`src/rtl/instruction_fetch_pkg.sv`:
```
// Shared definitions for the instruction fetch stage.
package instruction_fetch_pkg;

  typedef enum logic [1:0] {
    FETCH = 2'b00,
    HOLD  = 2'b01,
    DRAIN = 2'b10
  } if_state_t;

  localparam logic [31:0] NOP              = 32'h0000_0000;
  localparam logic [31:0] DEFAULT_RESET_PC = 32'h0000_0000;

endpackage

```
`src/rtl/if_next_pc.sv`:
```
// Redirect priority (branch over jump) and sequential PC+4 select.
module if_next_pc
  import instruction_fetch_pkg::*;
(
  input  logic [31:0] pc,
  input  logic        branch_taken,
  input  logic [31:0] branch_target,
  input  logic        jump,
  input  logic [31:0] jump_target,
  output logic        redirect,
  output logic [31:0] redirect_target,
  output logic [31:0] pc_plus4
);

  // Branch wins when both redirects arrive together; targets are word aligned.
  always_comb begin
    redirect        = branch_taken | jump;
    redirect_target = (branch_taken ? branch_target : jump_target) & ~32'h3;
    pc_plus4        = pc + 32'd4;
  end

endmodule

```
`src/rtl/instruction_fetch.sv`:
```
// Instruction fetch: PC, memory request handshake, stall hold buffer and
// redirect drain while an abandoned request is still outstanding.
module instruction_fetch
  import instruction_fetch_pkg::*;
#(
  parameter logic [31:0] RESET_PC = DEFAULT_RESET_PC
) (
  input  logic        CLOCK,
  input  logic        RESET,
  input  logic        STALL,
  input  logic        BranchTaken_IN,
  input  logic [31:0] BranchTarget_IN,
  input  logic        Jump_IN,
  input  logic [31:0] JumpTarget_IN,
  output logic        IMemReq_OUT,
  output logic [31:0] IMemAddr_OUT,
  input  logic        IMemReady_IN,
  input  logic [31:0] IMemData_IN,
  output logic [31:0] Instruction_OUT,
  output logic [31:0] InstructionAddressPlus4_OUT,
  output logic        FetchBusy_OUT
);

  if_state_t   state, state_d;
  logic [31:0] pc, pc_d;
  logic [31:0] hold_buf, hold_d;
  logic [31:0] pending, pending_d;

  logic        redirect;
  logic [31:0] redirect_target;
  logic [31:0] pc_plus4;

  if_next_pc u_next_pc (
    .pc              (pc),
    .branch_taken    (BranchTaken_IN),
    .branch_target   (BranchTarget_IN),
    .jump            (Jump_IN),
    .jump_target     (JumpTarget_IN),
    .redirect        (redirect),
    .redirect_target (redirect_target),
    .pc_plus4        (pc_plus4)
  );

  // State, PC, hold buffer and pending target registers.
  always_ff @(posedge CLOCK or posedge RESET) begin
    if (RESET) begin
      state    <= FETCH;
      pc       <= RESET_PC & ~32'h3;
      hold_buf <= NOP;
      pending  <= 32'h0;
    end else begin
      state    <= state_d;
      pc       <= pc_d;
      hold_buf <= hold_d;
      pending  <= pending_d;
    end
  end

  // Next-state and output decode; a redirect always suppresses the presented word.
  always_comb begin
    state_d                     = state;
    pc_d                        = pc;
    hold_d                      = hold_buf;
    pending_d                   = pending;
    IMemReq_OUT                 = 1'b0;
    IMemAddr_OUT                = pc;
    Instruction_OUT             = NOP;
    InstructionAddressPlus4_OUT = 32'h0;
    FetchBusy_OUT               = 1'b1;

    if (!RESET) begin
      case (state)
        FETCH: begin
          IMemReq_OUT = 1'b1;
          if (redirect) begin
            if (IMemReady_IN) begin
              pc_d = redirect_target;
            end else begin
              pending_d = redirect_target;
              state_d   = DRAIN;
            end
          end else if (IMemReady_IN) begin
            Instruction_OUT             = IMemData_IN;
            InstructionAddressPlus4_OUT = pc_plus4;
            FetchBusy_OUT               = 1'b0;
            if (STALL) begin
              hold_d  = IMemData_IN;
              state_d = HOLD;
            end else begin
              pc_d = pc_plus4;
            end
          end
        end
        HOLD: begin
          if (redirect) begin
            pc_d    = redirect_target;
            state_d = FETCH;
          end else begin
            Instruction_OUT             = hold_buf;
            InstructionAddressPlus4_OUT = pc_plus4;
            FetchBusy_OUT               = 1'b0;
            if (!STALL) begin
              pc_d    = pc_plus4;
              state_d = FETCH;
            end
          end
        end
        DRAIN: begin
          // The abandoned request stays on the bus until memory answers it.
          IMemReq_OUT = 1'b1;
          if (redirect) pending_d = redirect_target;
          if (IMemReady_IN) begin
            pc_d    = redirect ? redirect_target : pending;
            state_d = FETCH;
          end
        end
        default: state_d = FETCH;
      endcase
    end
  end

endmodule

```
`config.mk`:
```
export PLATFORM = sky130hd
export DESIGN_NAME = instruction_fetch
export DESIGN_NICKNAME = d
export VERILOG_FILES = /design/src/rtl/instruction_fetch_pkg.sv /design/src/rtl/if_next_pc.sv /design/src/rtl/instruction_fetch.sv
export SDC_FILE = /design/constraint.sdc
export NUM_CORES = 1
export LEC_CHECK = 0
export CORE_MARGIN = 8
export CORE_UTILIZATION = 43
export DETAILED_ROUTE_END_ITERATION = 16
export GPL_TIMING_DRIVEN = 0
export PLACE_DENSITY_LB_ADDON = 0.3
export SYNTH_ARGS = -nofsm -noshare
export SYNTH_HDL_FRONTEND = slang
export SYNTH_SLANG_ARGS = --single-unit
export TNS_END_PERCENT = 20
```
`constraint.sdc`:
```
create_clock -name CLOCK -period 4.7 [get_ports CLOCK]
set_clock_uncertainty 0.15 [all_clocks]
set_input_delay 1.41 -clock CLOCK [delete_from_list [all_inputs] [get_ports CLOCK]]
set_output_delay 1.41 -clock CLOCK [all_outputs]
set_load 0.02 [all_outputs]
```
-- Word level (Yosys, flattened, before mapping)
Cells that the tools add are included.
- register bits after elaboration: 98
- bits in read-only memories: 0
- latch bits: 0
- output and inout port bits: 98
- memory bits (writable): 0
- memories kept: 0
- reductions and logical operators: 8
- muxes and demuxes: 37
- multiply operators: 0
- eq/ne operators: 10
- add/subtract/negate cells: 1
- bitwise operators: 3
- $lt $le $gt $ge: 0
- shift-type cells: 0
- divide/modulo/power cells: 0
- operator list (cell ; number):
    $mux 32 ; 18
    $pmux 32 s2 ; 3
    $pmux 32 s3 ; 1
    $add 32x3->32 const B ; 1
    $mux 2 ; 7
    $ne 3x3->1 const B ; 4
    $ne 2x2->1 const B ; 4
    $reduce_and 4->1 ; 2
    $mux 1 ; 6
    $pmux 2 s3 ; 1
    $reduce_and 6->1 ; 1
    $reduce_and 5->1 ; 1
    $reduce_bool 3->1 ; 1
    $eq 2x1->1 const B ; 1
    $eq 2x2->1 const B ; 1
    $logic_not 2->1 ; 1
    $not 1->1 ; 2
    $pmux 1 s2 ; 1
    $reduce_bool 2->1 ; 1
    $reduce_or 2->1 ; 1
    $or 1x1->1 ; 1

-- Logic depth before layout (Yosys ltp)
Gate-level depths: netlist of the first run.
- depth in word-level cells: 5
- depth in mapped cells: 8
- mapped depth without buffers: 6

-- Modules after synthesis
Synthesis of the first run repeated with hierarchy kept, for this count alone.
- cells, all modules: 607
- area, all modules: 6324.8 um^2
- by module, submodules not included (module ; cells each ; area each (um^2) ; instances):
    instruction_fetch ; 486 ; 5341.4 ; 1
    if_next_pc ; 121 ; 983.4 ; 1

-- Worst setup path after synthesis of the first run
No wires, ideal clock.
- path type: input to output
- start point: input port BranchTaken_IN
- end point: output port Instruction_OUT[10]
- required time: 3.140 ns
- cell stages on the path: 6
- arrival time: 2.890 ns
- setup slack: 0.250 ns
- path buffers: 2
- cells stage by stage: or2_1 -> clkbuf_1 -> nor3b_1 -> clkbuf_1 -> a22oi_1 -> nor2_1
- cells in the longest elaborated chain, start to end: 4
- elaborated cells on any way between the ends: 5
- RTL lines (what ; RTL line ; source):
    start, declared ; instruction_fetch.sv:11 ; input logic BranchTaken_IN,
    $or 1x1->1 * ; if_next_pc.sv:17 ; redirect = branch_taken | jump;
    $mux 32 (on tied branches) ; instruction_fetch.sv:95, instruction_fetch.sv:75 ;
    $pmux 32 s2 * ; instruction_fetch.sv:72 ; case (state)
    $mux 32 * ; instruction_fetch.sv:71 ; if (!RESET) begin
    end, declared ; instruction_fetch.sv:19 ; output logic [31:0] Instruction_OUT,
Mark *: on every way between the ends. The rest lies on a longest branch, timed or not.

-- Worst setup path in the final report of the first run
- start point: input port Jump_IN
- end point: output port InstructionAddressPlus4_OUT[21]
- cells in the longest elaborated chain, start to end: 4
- elaborated cells on any way between the ends: 5
- RTL lines (what ; RTL line ; source):
    start, declared ; instruction_fetch.sv:13 ; input logic Jump_IN,
    $or 1x1->1 * ; if_next_pc.sv:17 ;
    $mux 32 (on tied branches) ; instruction_fetch.sv:95, instruction_fetch.sv:75 ;
    $pmux 32 s2 * ; instruction_fetch.sv:72 ;
    $mux 32 * ; instruction_fetch.sv:71 ;
    end, declared ; instruction_fetch.sv:20 ; output logic [31:0] InstructionAddressPlus4_OUT,
Marks and branches as above.

==> flow_summary.yaml, run 1 <==
routing:
  postRouteAntennaNets: 0
  drt-initial-drc-count: 732
  detailed_router_iteration_count_before_antenna_repair: 6
  drc_errors: 0
  avgViaCountPerCell: 5.95
  post_drt_wl_per_cell_um: 21.0
  totalWireLength_mm: 24.2
  route.vias.total: 6845
floorplanning:
  design.die.area_um2: 19100
  die_width_um: 138
  dieHeight_um: 138
  starting_density_of_the_core_pct: 44.0
  core_area_um2: 14600
  pin_count: 200
  rows: 44
synthesis:
  ys_top_cells_by_area: "dfrtp_1 38%, mux2_2 6.1%, nor2_1 4.8%"
  synth_cell_type_count: 59
  yosysWarnings: 0
  asyncSetResetFlopFracSynth_pct: 100
  ys.flop_type: "dfrtp_1"
  synth_nets: 853
  synth_edf_count: 0
  netlist_instances: 750
  postSynthAreaPerCell_um2: 8.56
  syn_area_um2: 6420
  synth_sequential_area_ratio_pct: 38.2
  synth_largest_type_area_fraction_pct: 38.2
  ys_ff_latch: 98
  synthDominantAreaCellType: "dfrtp_1"
worst_setup_path:
  arrival_ns: 3.04
  r2r_setup_slack_ns: 2.06
  cp.required_ns: 3.14
  critical_path_peak_fanout: 7
  cell_count_of_the_worst_reg_to_reg_path: 6
  rr_endpoint: "IMemAddr_OUT[4]"
  criticalPathCategory: "input port to output pin"
  kind_of_capture_point_of_the_worst_setup_path: "output pin"
  worstSetupStartpointType: "input port"
  worstReg2RegStart: "state[0]"
global_route:
  grt_pass1_wl_mm: 38.0
  global_route.overflow_total: 0
  antenna_found_initial: 2
  use_met3_pct: 8.97
  gr-usage-met2_pct: 39.0
  grt.total_usage_pct: 24.4
  grt_pass1_vias: 6894
  grt_util_met1_pct: 28.8
  grt_most_used_layer: "met2"
  grt_max_degree: 69
power_and_ir_drop:
  p_int_mw: 1.93
  irDropWorstVdd_mv: 0.169
  pwr-share-seq_pct: 40.8
  proportion_of_power_drawn_by_the_clock_network_pct: 25.0
  power_switching_share_pct: 36.3
  power_leakage_nw: 3.77
  combPwrFrac_pct: 34.1
  power.net_switching_mw: 1.10
  cell_area_power_density_nw_per_um2: 343
clock_network:
  tritoncts: "yes"
  worstSkewPairLatency_ns: 0.36
  cts_hold_buffers: 0
  clk_path_buf_depth: 2
  ctsRootBufferMaster: "clkbuf_16"
  numCtsBuffers: 9
  cts.sink_count: 98
  clk_slew_on_worst_s_h_paths_ns: 0.06
  clock_tree.htree_level_count: 3
timing:
  tns_ns: 0
  finalCritPeriodShare_pct: 98.0
  layout_min_cycle_time_ns: 4.60
  fmax_ghz: 0.217
  whs_ns: 0.335
  grt_setup_unrepaired: "no"
  setup_viol: 0
  slew_headroom_pct: 44.3
  maxSlewViolCount: 0
  tightestPinTransition_ns: 0.836
  report.final.hold_viol_count: 0
job:
  drv.max_cap_violation_count: 0
worst_hold_path:
  worst_min_delay_path_endpoint: "pending[4]"
  worst_hold_path_type: "flop to flop"
  hold_path_start: "pending[4]"
  timing.hold.worst_path_depth: 2
place:
  placed_area_um2: 8630
  dp_hpwl_mm: 18.2
  gpl.final_weighted_congestion: 0.972
  buffer_ports.inserted: 194
cells_and_area:
  design_area_um2: 8850
  layout-area-overhead-vs-synth_pct: 37.7
  drive_gt1_share_pct: 17.8
  num-nets-final: 1062
status:
  outcome: "finished clean"
-- power by group through the flow --
stage,Clock (mW),Combinational [mW],Sequential [mW]
3_5_place_dp,0,1.02,1.25
6_report,0.760,1.04,1.24
3_3_place_gp,0,0.998,1.24
2_1_floorplan,0,0.516,1.28
5_1_grt,0.802,1.12,1.26
4_1_cts,0.765,1.02,1.23
-- synthesized netlist by cell type, drive strengths merged, types with 4 or more instances --
master	number
a211oi	5
a21boi	7
a21oi	39
a221oi	7
a22o	6
a22oi	34
a31oi	6
and2	5
and3	7
and4	4
buf	22
clkbuf	43
dfrtp	98
inv	14
mux2	35
mux2i	29
nand2	81
nand2b	12
nand3	18
nand4	19
nor2	82
nor2b	5
nor3	12
nor4	7
o21ai	57
o221ai	4
o22ai	12
o311ai	6
o31ai	8
or2	5
xnor2	13
xor2	12
-- state kept, by name, summed over array words and instances (netlist names) --
name / flops
hold_buf: 32
IMemAddr_OUT: 32
pending: 32
state: 2
-- routing by layer --
layer  share of wire (%)  vias up
met5                   0        -
met4                 3.4        0
met3                  12       67
met2                  46      435
met1                  38     3186
li1                    -     3157
-- layout make-up --
class	count	area (µm²)
fillers	1299	5740
multi-input cells	573	3690
flip-flops and latches	98	2450
repair buffers	200	1760
plain buffers	63	357
well taps	184	230
clock buffers	10	229
clock inverters	6	67.6
inverters	14	55.1
diodes	2	5.00
-- stage by stage --
step	std cells	utilization, %	setup WS (ns)	power, mW
after floorplan	750	-	0.250	1.80
after global placement	1128	58.9	-1.41	2.24
after detailed placement	1129	59.1	-1.16	2.27
after CTS	1148	60.4	-0.136	3.02
after global routing	1150	60.7	0.00905	3.19
final	1150	60.7	0.0960	3.03
-- cell usage in the layout (no fill, tap or decap), drive strengths merged, types with 7 or more instances in the layout --
cell type / netlist / final
nor4: 7 / 7
clkdlybuf4s50: 0 / 126
mux2i: 29 / 29
a221oi: 7 / 7
nand4: 19 / 19
a22oi: 34 / 34
nand2b: 12 / 12
xor2: 12 / 12
and3: 7 / 7
nor2: 82 / 82
inv: 14 / 14
nand3: 18 / 18
a21boi: 7 / 7
a21oi: 39 / 39
dfrtp: 98 / 98
o21ai: 57 / 57
xnor2: 13 / 13
clkbuf: 43 / 49
o22ai: 12 / 12
nor3: 12 / 12
mux2: 35 / 35
nand2: 81 / 81
buf: 22 / 90
o31ai: 8 / 8
-- critical path, cell delays in order --
cell	delay [ns]
dlygate4sd2_1	0.32
or2_4	0.33
or3_4	0.38
buf_6	0.14
a21oi_1	0.13
clkdlybuf4s15_1	0.32
-- logic make-up (layout without fill, tap and decap cells) --
logic type      after synthesis  in the layout  share of synthesized area (%)
compound gates              215            215                           22.0
xor+xnor                     25             25                           3.41
fa+ha+maj                     1              1                          0.195
buf+inv                      79            293                           5.22
flops                        98             98                           38.2
mux                          64             64                           10.7
other cells                   0              2                              0
simple gates                268            268                           20.4
-- how the worst max path moves through the flow --
stage | slack (ns) | cells past startpoint | end | from
after floorplan | 0.25 | 6 | Instruction_OUT[10] | BranchTaken_IN
after global placement | -1.41 | 3 | IMemAddr_OUT[10] | RESET
after detailed placement | -1.16 | 8 | Instruction_OUT[19] | Jump_IN
after CTS | -0.14 | 7 | InstructionAddressPlus4_OUT[22] | BranchTaken_IN
after global routing | 0.009 | 8 | Instruction_OUT[19] | Jump_IN
final | 0.1 | 6 | InstructionAddressPlus4_OUT[21] | Jump_IN
-- what timing repair did --
item,in CTS,in global routing
resized for setup,274,43
setup buffers,4,1
endpoints found under the setup margin,65,65
pin swaps,1,3
(Power assumes the default switching activity.)
==> run 2: changes to the inputs <==
- clock period: 4.7 -> 3.8 ns (I/O delays scaled with it)
==> run 2 against run 1 <==
  * Final area grew 3.3%
  * Critical endpoint is now InstructionAddressPlus4_OUT[20]
  * Sequential cell count is the same
  * Via count grew 1.9%
  * Die area is the same
==> flow_summary.yaml, run 2 (same netlist as run 1, synthesis figures left out) <==
status:
  outcome: "finished clean"
cells_and_area:
  final-instance-count-excl-fill: 1157
  layout-area-overhead-vs-synth_pct: 42.3
  layout.core_utilization_pct: 62.7
  drive_gt1_share_pct: 20.7
  final-seq-area_um2: 2450
  final_common_cell: "clkdlybuf4s50_1"
  antenna-diode-count: 0
  num-nets-final: 1071
  most-common-layout-cells: "124 x clkdlybuf4s50_1, 96 x dfrtp_1, 81 x nand2_1, 81 x nor2_1, 57 x o21ai_0"
  fillers: 1247
  multiInputGateArea_um2: 3780
clock_network:
  clock_tree.htree_level_count: 3
  numCtsBuffers: 9
  worstSkewPairLatency_ns: 0.36
  ctsRootBufferMaster: "clkbuf_16"
  tritoncts: "yes"
  clk_path_buf_depth: 2
  cts.sink_count: 98
  clk_slew_on_worst_s_h_paths_ns: 0.07
place:
  buffer_ports.inserted: 194
  dp_hpwl_mm: 18.2
  dp.cells: 1130
  gpl.final_weighted_congestion: 0.944
worst_hold_path:
  worst_hold_path_type: "flop to flop"
  timing.hold.worst_path_depth: 2
worst_setup_path:
  critical_path_cell_count: 7
  arrival_ns: 2.51
  criticalPathCategory: "flop to output pin"
  critical_path_peak_fanout: 10
  cp.required_ns: 2.51
  kind_of_capture_point_of_the_worst_setup_path: "output pin"
  critical-path-top-delay-family: "simple AND/OR/NAND/NOR gates"
  timing.critical_path.slowest_stage_cell: "dfrtp_1"
  cpPeakStageDelay_ns: 0.45
  crit_path_cell_trace: "buf_2, nand4_1, nor4_4, nand4_1, xor2_1, nor2_1, buf_2"
  cell_count_of_the_worst_reg_to_reg_path: 6
  r2r_setup_slack_ns: 1.22
  critical_path.n_buffers_inverters: 2
  worstSetupStartpointType: "flop"
routing:
  route.vias.total: 6975
  drc_errors: 0
  totalWireLength_mm: 25.1
  postRouteAntennaNets: 0
  avgViaCountPerCell: 6.03
  drt-initial-drc-count: 711
  post_drt_wl_per_cell_um: 21.7
  detailed_router_iteration_count_before_antenna_repair: 6
power_and_ir_drop:
  irDropWorstVdd_mv: 0.275
  power.net_switching_mw: 1.40
  power_switching_share_pct: 37.2
  cell_area_power_density_nw_per_um2: 410
  power_leakage_nw: 3.88
  combPwrFrac_pct: 35.4
  pwr-share-seq_pct: 41.0
  proportion_of_power_drawn_by_the_clock_network_pct: 23.6
  p_int_mw: 2.35
timing:
  whs_ns: 0.331
  finalCritPeriodShare_pct: 99.9
  fmax_ghz: 0.263
  maxSlewViolCount: 0
  slew_headroom_pct: 40.6
  setup_viol: 0
  report.final.hold_viol_count: 0
  tightestPinTransition_ns: 0.892
  grt_setup_unrepaired: "yes"
  layout_min_cycle_time_ns: 3.80
global_route:
  grt.total_usage_pct: 25.2
  grt_max_degree: 41
  antenna_found_initial: 1
  grt_pass1_wl_mm: 39.0
  grt_pass1_vias: 6997
  global_route.overflow_total: 0
floorplanning:
  dieHeight_um: 138
  starting_density_of_the_core_pct: 44.0
  pin_count: 200
  design.die.area_um2: 19100
  die_width_um: 138
  core_area_um2: 14600
  rows: 44
job:
  drv.max_cap_violation_count: 0
==> run 2: area by class of cell <==
| cell class | instances | share of cell area [%] |
|---|---|---|
| Buffer | 62 | 4.56 |
| Clock buffer | 10 | 2.50 |
| Clock inverter | 6 | 0.465 |
| Inverter | 14 | 0.616 |
| Multi-Input combinational cell | 574 | 41.3 |
| Sequential cell | 98 | 26.8 |
| Tap cell | 184 | 2.52 |
| Timing Repair Buffer | 209 | 21.2 |
==> run 2: repair_timing <==
| action | 4_1_cts | 5_1_grt |
|---|---|---|
| gates resized for setup | 344 | 33 |
| setup buffers | 4 | 3 |
| pin swaps | 8 | 9 |
| hold buffers | 0 | 0 |
| gates cloned | 7 | 0 |
| setup endpoints to repair | 66 | 55 |
==> run 2: power by group through the flow <==
| stage | logic, mW | clock network (mW) | registers, mW |
|---|---|---|---|
| 6_report | 1.33 | 0.886 | 1.54 |
| 4_1_cts | 1.28 | 0.890 | 1.52 |
| 2_1_floorplan | 0.638 | 0 | 1.59 |
| 3_3_place_gp | 1.23 | 0 | 1.53 |
| 5_1_grt | 1.43 | 0.926 | 1.57 |
| 3_5_place_dp | 1.26 | 0 | 1.54 |
==> run 2: per-layer routing <==
| metal | vias to the layer above | GRT usage (%) | wire length (µm) |
|---|---|---|---|
| met1 | 3310 | 29.4 | 9590 |
| met3 | 65 | 9.18 | 2880 |
| li1 | 3163 | - | - |
| met2 | 435 | 40.9 | 11700 |
| met4 | 2 | 10.6 | 844 |
| met5 | - | 0 | 13 |
==> run 2: per-stage QoR <==
stage	setup WS (ns)	TNS (ns)	area, µm²	power [mW]
finish	0.00290	0	9140	3.75
global route	-0.0678	-0.236	9140	3.92
CTS	0.00421	0	9010	3.70
detailed placement	-1.50	-88.56	8640	2.80
global placement	-1.49	-99.75	8600	2.76
floorplan	-0.110	-4.16	6430	2.23
==> run 2: tightest hold or removal path, cell delays in order, from the launching register on <==
cell     delay (ns)
dfrtp_1        0.34
nand2_1        0.04
o21ai_0        0.06
==> run 2: path summary, 6_finish.rpt <==
kind / from / to
max: IMemAddr_OUT[6] / InstructionAddressPlus4_OUT[20]
min: pending[17] / pending[17]
max reg2reg: state[0] / IMemAddr_OUT[25]
min reg2reg: pending[17] / pending[17]
max in group asynchronous: RESET / pending[25]
min in group asynchronous: RESET / pending[18]
